`config.mk`:
```
export PLATFORM = sky130hd
export DESIGN_NAME = led_pulse_stretcher
export DESIGN_NICKNAME = d
export VERILOG_FILES = /design/src/rtl/led_pkg.sv /design/src/rtl/led_pulse_stretcher_rise_detect.sv /design/src/rtl/led_pulse_stretcher.sv
export SDC_FILE = /design/constraint.sdc
export NUM_CORES = 1
export LEC_CHECK = 0
export CORE_AREA = 4 4 57 59
export DETAILED_ROUTE_END_ITERATION = 8
export DIE_AREA = 0 0 61 63
export GPL_TIMING_DRIVEN = 0
export PLACE_DENSITY = 0.68
export RECOVER_POWER = 50
export SLEW_MARGIN = 20
export SYNTH_ARGS = -nofsm -noshare
export SYNTH_HDL_FRONTEND = slang
export SYNTH_SLANG_ARGS = --single-unit
export TNS_END_PERCENT = 100
```
`constraint.sdc`:
```
create_clock -name i_Clk -period 2.98 [get_ports i_Clk]
set_input_delay 0.596 -clock i_Clk [delete_from_list [all_inputs] [get_ports i_Clk]]
set_output_delay 0.596 -clock i_Clk [all_outputs]
set_load 0.05 [all_outputs]
```
`src/rtl/led_pkg.sv`:
```
// Shared constants for LED / display blocks: blink FSM state encoding and
// counter sizing helper.
package led_pkg;

  localparam int ST_W = 2;

  localparam logic [ST_W-1:0] ST_IDLE = 2'd0;
  localparam logic [ST_W-1:0] ST_ON   = 2'd1;
  localparam logic [ST_W-1:0] ST_OFF  = 2'd2;

  // Width of a counter that must reach max(a,b)-1; never narrower than 1 bit.
  function automatic int cnt_width(input int a, input int b);
    int m;
    m = (a > b) ? a : b;
    return (m <= 1) ? 1 : $clog2(m);
  endfunction

endpackage

```
`src/rtl/led_pulse_stretcher_rise_detect.sv`:
```
// Registered copy of an input plus a one-cycle pulse on each rising edge.
// The pulse is combinational from i_Sig; consumers are expected to register it.
module rise_detect
  import led_pkg::*;
(
  input  logic i_Clk,
  input  logic i_Rst,
  input  logic i_Sig,
  output logic o_Rise
);

  logic r_Sig;

  always_ff @(posedge i_Clk or posedge i_Rst) begin
    if (i_Rst) r_Sig <= 1'b0;
    else       r_Sig <= i_Sig;
  end

  assign o_Rise = i_Sig & ~r_Sig;

endmodule

```
`src/rtl/led_pulse_stretcher.sv`:
```
// Turns single-cycle event rises into visible LED blinks (ON_CYCLES lit,
// OFF_CYCLES dark), queueing up to PEND_MAX events that arrive mid-blink.
module led_pulse_stretcher
  import led_pkg::*;
#(
  parameter int ON_CYCLES  = 250000,
  parameter int OFF_CYCLES = 250000,
  parameter int PEND_MAX   = 3
) (
  input  logic i_Clk,
  input  logic i_Rst,
  input  logic i_Event,
  output logic o_LED,
  output logic o_Busy,
  output logic o_Overflow
);

  localparam int CW = cnt_width(ON_CYCLES, OFF_CYCLES);
  localparam int PW = $clog2(PEND_MAX + 1);

  localparam logic [CW-1:0] ON_LAST   = CW'(ON_CYCLES - 1);
  localparam logic [CW-1:0] OFF_LAST  = CW'(OFF_CYCLES - 1);
  localparam logic [PW-1:0] PEND_FULL = PW'(PEND_MAX);

  logic [ST_W-1:0] r_State;
  logic [CW-1:0]   r_Cnt;
  logic [PW-1:0]   r_Pend;
  logic            r_LED;
  logic            r_Ovf;

  logic w_Rise;
  logic w_OnTerm, w_OffTerm;
  logic w_Start, w_Deq, w_Queue, w_Full;

  rise_detect u_rise (
    .i_Clk  (i_Clk),
    .i_Rst  (i_Rst),
    .i_Sig  (i_Event),
    .o_Rise (w_Rise)
  );

  assign w_OnTerm  = (r_State == ST_ON)  && (r_Cnt == ON_LAST);
  assign w_OffTerm = (r_State == ST_OFF) && (r_Cnt == OFF_LAST);
  assign w_Full    = (r_Pend == PEND_FULL);

  // A new blink starts from IDLE on a rise, or back-to-back at the end of a
  // gap when something is queued or a rise lands exactly on the last dark cycle.
  assign w_Start = ((r_State == ST_IDLE) & w_Rise)
                 | (w_OffTerm & (w_Rise | (r_Pend != '0)));
  assign w_Deq   = w_OffTerm & (r_Pend != '0);
  assign w_Queue = w_Rise & ((r_State == ST_ON) | ((r_State == ST_OFF) & ~w_OffTerm));

  always_ff @(posedge i_Clk or posedge i_Rst) begin
    if (i_Rst) begin
      r_State <= ST_IDLE;
      r_Cnt   <= '0;
      r_LED   <= 1'b0;
    end else if (w_Start) begin
      r_State <= ST_ON;
      r_Cnt   <= '0;
      r_LED   <= 1'b1;
    end else if (w_OnTerm) begin
      r_State <= ST_OFF;
      r_Cnt   <= '0;
      r_LED   <= 1'b0;
    end else if (w_OffTerm) begin
      r_State <= ST_IDLE;
      r_Cnt   <= '0;
    end else if (r_State == ST_ON || r_State == ST_OFF) begin
      r_Cnt <= r_Cnt + CW'(1);
    end else begin
      r_State <= ST_IDLE;
      r_Cnt   <= '0;
      r_LED   <= 1'b0;
    end
  end

  // A rise on the last dark cycle with a non-empty queue replaces the entry
  // being dequeued, so the count holds and no overflow is raised.
  always_ff @(posedge i_Clk or posedge i_Rst) begin
    if (i_Rst) begin
      r_Pend <= '0;
      r_Ovf  <= 1'b0;
    end else begin
      r_Ovf <= w_Queue & w_Full;
      if (w_Deq & ~w_Rise)
        r_Pend <= r_Pend - PW'(1);
      else if (w_Queue & ~w_Full)
        r_Pend <= r_Pend + PW'(1);
    end
  end

  assign o_LED      = r_LED;
  assign o_Overflow = r_Ovf;
  assign o_Busy     = (r_State != ST_IDLE) | (r_Pend != '0);

endmodule
```
==> results.md <==
* Gr ovfl total at 0
* CP startpoint kind: register
* Cell taking the most area after synthesis: dfrtp_1
* Area of the multi-input gates at 686.9 µm²
* Commonest cells post-synth: dfrtp_1 (25), nor2_1 (20), inv_1 (11), xnor2_1 (11), nand3_1 (10)
* Skew final at 0.01041 ns
* Critical R2R Launch: r_Cnt[0]$_DFF_PP0_
* Most frequent cell after synthesis: dfrtp_1
* Clk Latency, worst-skew pair at 0.32 ns
* GP Congestion at 0.8338
* Wire per inst at 13.78 µm
* Count of nets after finishing at 164
* Worst-path clk slew at 0.13 ns
* Crit path launch: r_Cnt[0]$_DFF_PP0_
* Register area at 625.6 µm²
* Critical Path AT at 2.71 ns
* Core area at 2710 µm²
* Fin cells at 187
* Ports at 6
* Number of synthesized register bits at 25
* Final Hold Viols at 0
* DIE HEIGHT at 63 µm
* Post-CTS resize count at 0
* Max Slew Vio Count at 0
* Total GRT Usage at 15.91%
* Antenna cells at 0
* Ys async rst share at 100.0%
* Peak supply drop at 0.3689 mV
* TritonCTS Buffers at 3
* Mapped Area at 1381 µm²
* Root buf cell: clkbuf_4
* Initial antenna violation count at 0
* CTS Buffer Depth at 2
* MaxCap Viol Count at 0
* Hold wc startpoint: r_Cnt[0]$_DFF_PP0_
* Number of distinct library cells after synthesis at 33
* Placed Cells incl. Taps at 183
* Slowest CP cell: or4_1
* Die Wd at 61 µm
* Number of remaining DRC errors at 0
* Class of the worst hold path: register to register
* Prevailing post-synth register cell: dfrtp_1
* Largest cells by area after synthesis: dfrtp_1 (45%), xnor2_1 (7.0%), nor2_1 (5.4%)
* Vias in the first global route at 1079
* Setup_tns at 0 ns
* Hold-fix buffers, CTS at 0
* Post-synth EDFFs at 0
* Post-Syn Nets at 154
* DRT Pass-1 Iters at 4
* Port Buffers at 5
* Pwr dens at 440.7 nW/µm²
* Layout cells sized above 1 at 7.692%
* Syn Inst Count at 147
* Detailed Route Iter0 Violations at 33
* Status: finished clean
* R2R Setup Slk at 0.49 ns
* Pleak at 0.5500 nW
* Peak Freq at 401.6 MHz
* Vias per cell at 5.652
* WP data required at 3.20 ns
* Max H-tree Level at 1
* Die area at 3843 µm²
* Worst setup EP type: register
* Setup violations, final at 0
* CTS tree: yes
* Synth-to-Final Area Change at 8.334%
* Via Count at 1057
* Worst setup path category: register to register
* Cell Rows at 19
* Detailed-route wire length at 2577 µm
* Post-CTS Setup Inserts at 0
* RSZ-0062 raised after global routing: no
* # clock sinks at 25
* Crit path cell chain: ha_1, nand3_1, or4_1, buf_2, o311ai_4, buf_6, nor2_1
* CP peak stage delay at 0.57 ns
* Max_slew headroom at 36.89%
* Synth top area share at 45.29%
* CP Max Fanout at 10
* Crit share post-route at 83.55%
* Post-synthesis sequential area ratio at 45.29%
* First-pass GRT wire length at 4767 µm
* Fillcell total at 267
* Final Critical Period at 2.490 ns
* Synthesis warning total at 0
* Average cell area after synthesis at 9.397 µm²
* Initial core utilization at 50.97%
* Post-DP HPWL at 1841 µm
* Post-route ant nets at 0
* Largest net degree at the start of global routing at 26
* Slew at the pin with the worst max-slew slack at 0.9456 ns
-- state kept, by name, indices dropped and copies added, names as in the netlist --
| name | cells |
|---|---|
| r_Pend | 2 |
| r_Cnt | 18 |
| o_LED | 1 |
| u_rise.r_Sig | 1 |
| o_Overflow | 1 |
| r_State | 2 |
-- per-layer routing --
layer / GRT usage (%) / vias up / wire [µm]
met3: 2.066 / 5 / 62
met5: 0 / - / 0
met2: 26.20 / 11 / 1272
li1: - / 538 / -
met4: 6.233 / 0 / 41
met1: 20.55 / 503 / 1200
-- cell families (layout without fill, tap and decap cells) --
family                     Yosys count  in the layout  synth area share (%)
xor gates and xnor gates            13             13                 8.243
buffers and inverters               16             25                 4.981
adders and majority gates            4              4                 3.623
and+or+nand+nor                     64             64                 24.09
AOI/OAI and AO/OA                   25             25                 13.77
DFF                                 25             25                 45.29
-- final timing paths --
check / to / depth (start not counted)
setup / recovery: r_Cnt[10]$_DFF_PP0_ / 7
hold reg to reg: r_Cnt[0]$_DFF_PP0_ / 1
setup reg to reg: r_Cnt[10]$_DFF_PP0_ / 7
max in group asynchronous: r_Cnt[2]$_DFF_PP0_ / 2
min in group asynchronous: r_Pend[1]$_DFFE_PP0P_ / 2
hold / removal: r_Cnt[0]$_DFF_PP0_ / 1
-- critical path: cells and delay by family (launching register included) --
kind | cells | cell delay (ns)
and+or+nand+nor | 3 | 0.86
DFF | 1 | 0.41
adders and majority gates | 1 | 0.22
buffers and inverters | 2 | 0.40
AOI/OAI and AO/OA | 1 | 0.50
-- placed cells by master (no fill, tap or decap), types with 2 or more instances in the layout --
master           synthesis  layout
nand4_1                  3       3
clkbuf_4                 0       3
o211ai_1                 2       2
a31o_2                   4       4
nand2b_1                 2       2
ha_1                     4       4
o21ai_0                  4       4
clkbuf_1                 3       4
xnor2_1                 11      11
inv_1                   11      11
nor3_1                   5       5
nand2_1                  7       7
clkdlybuf4s50_1          0       3
xor2_1                   2       2
dlygate4sd3_1            0       2
or4_1                    3       3
o311ai_0                 2       2
or4b_1                   2       2
a21oi_1                  7       7
dfrtp_1                 25      25
or3_1                    3       3
nor2_1                  20      20
nor4_1                   4       4
o41ai_1                  2       2
nand3_1                 10      10
-- power breakdown --
part | switching (W) | internal [W]
clock | 0.000100 | 0.0000524
sequential | 0.00000748 | 0.000353
combinational | 0.0000902 | 0.0000567
total | 0.000198 | 0.000462
-- final cells by class --
| class | count | share of cell area, % |
|---|---|---|
| Multi-Input combinational cell | 106 | 45.90 |
| Sequential cell | 25 | 41.81 |
| Timing Repair Buffer | 5 | 3.344 |
| Inverter | 11 | 2.759 |
| Tap cell | 31 | 2.592 |
| Buffer | 5 | 1.839 |
| Clock buffer | 4 | 1.756 |
-- per-stage QoR --
stage | instance area (µm²) | hold slack (ns) | utilization (%) | setup slack, ns | total power [W]
after floorplan | 1381 | 0.4500 | - | 0.7236 | 0.0004781
after global placement | 1470 | 0.4669 | 54.25 | 0.5330 | 0.0005111
after detailed placement | 1470 | 0.4757 | 54.25 | 0.5172 | 0.0005141
after CTS | 1496 | 0.4931 | 55.22 | 0.4939 | 0.0006618
after global routing | 1496 | 0.5295 | 55.22 | 0.2984 | 0.0007001
final | 1496 | 0.4915 | 55.22 | 0.4902 | 0.0006594
No activity file was read; power rests on OpenSTA's default activity.
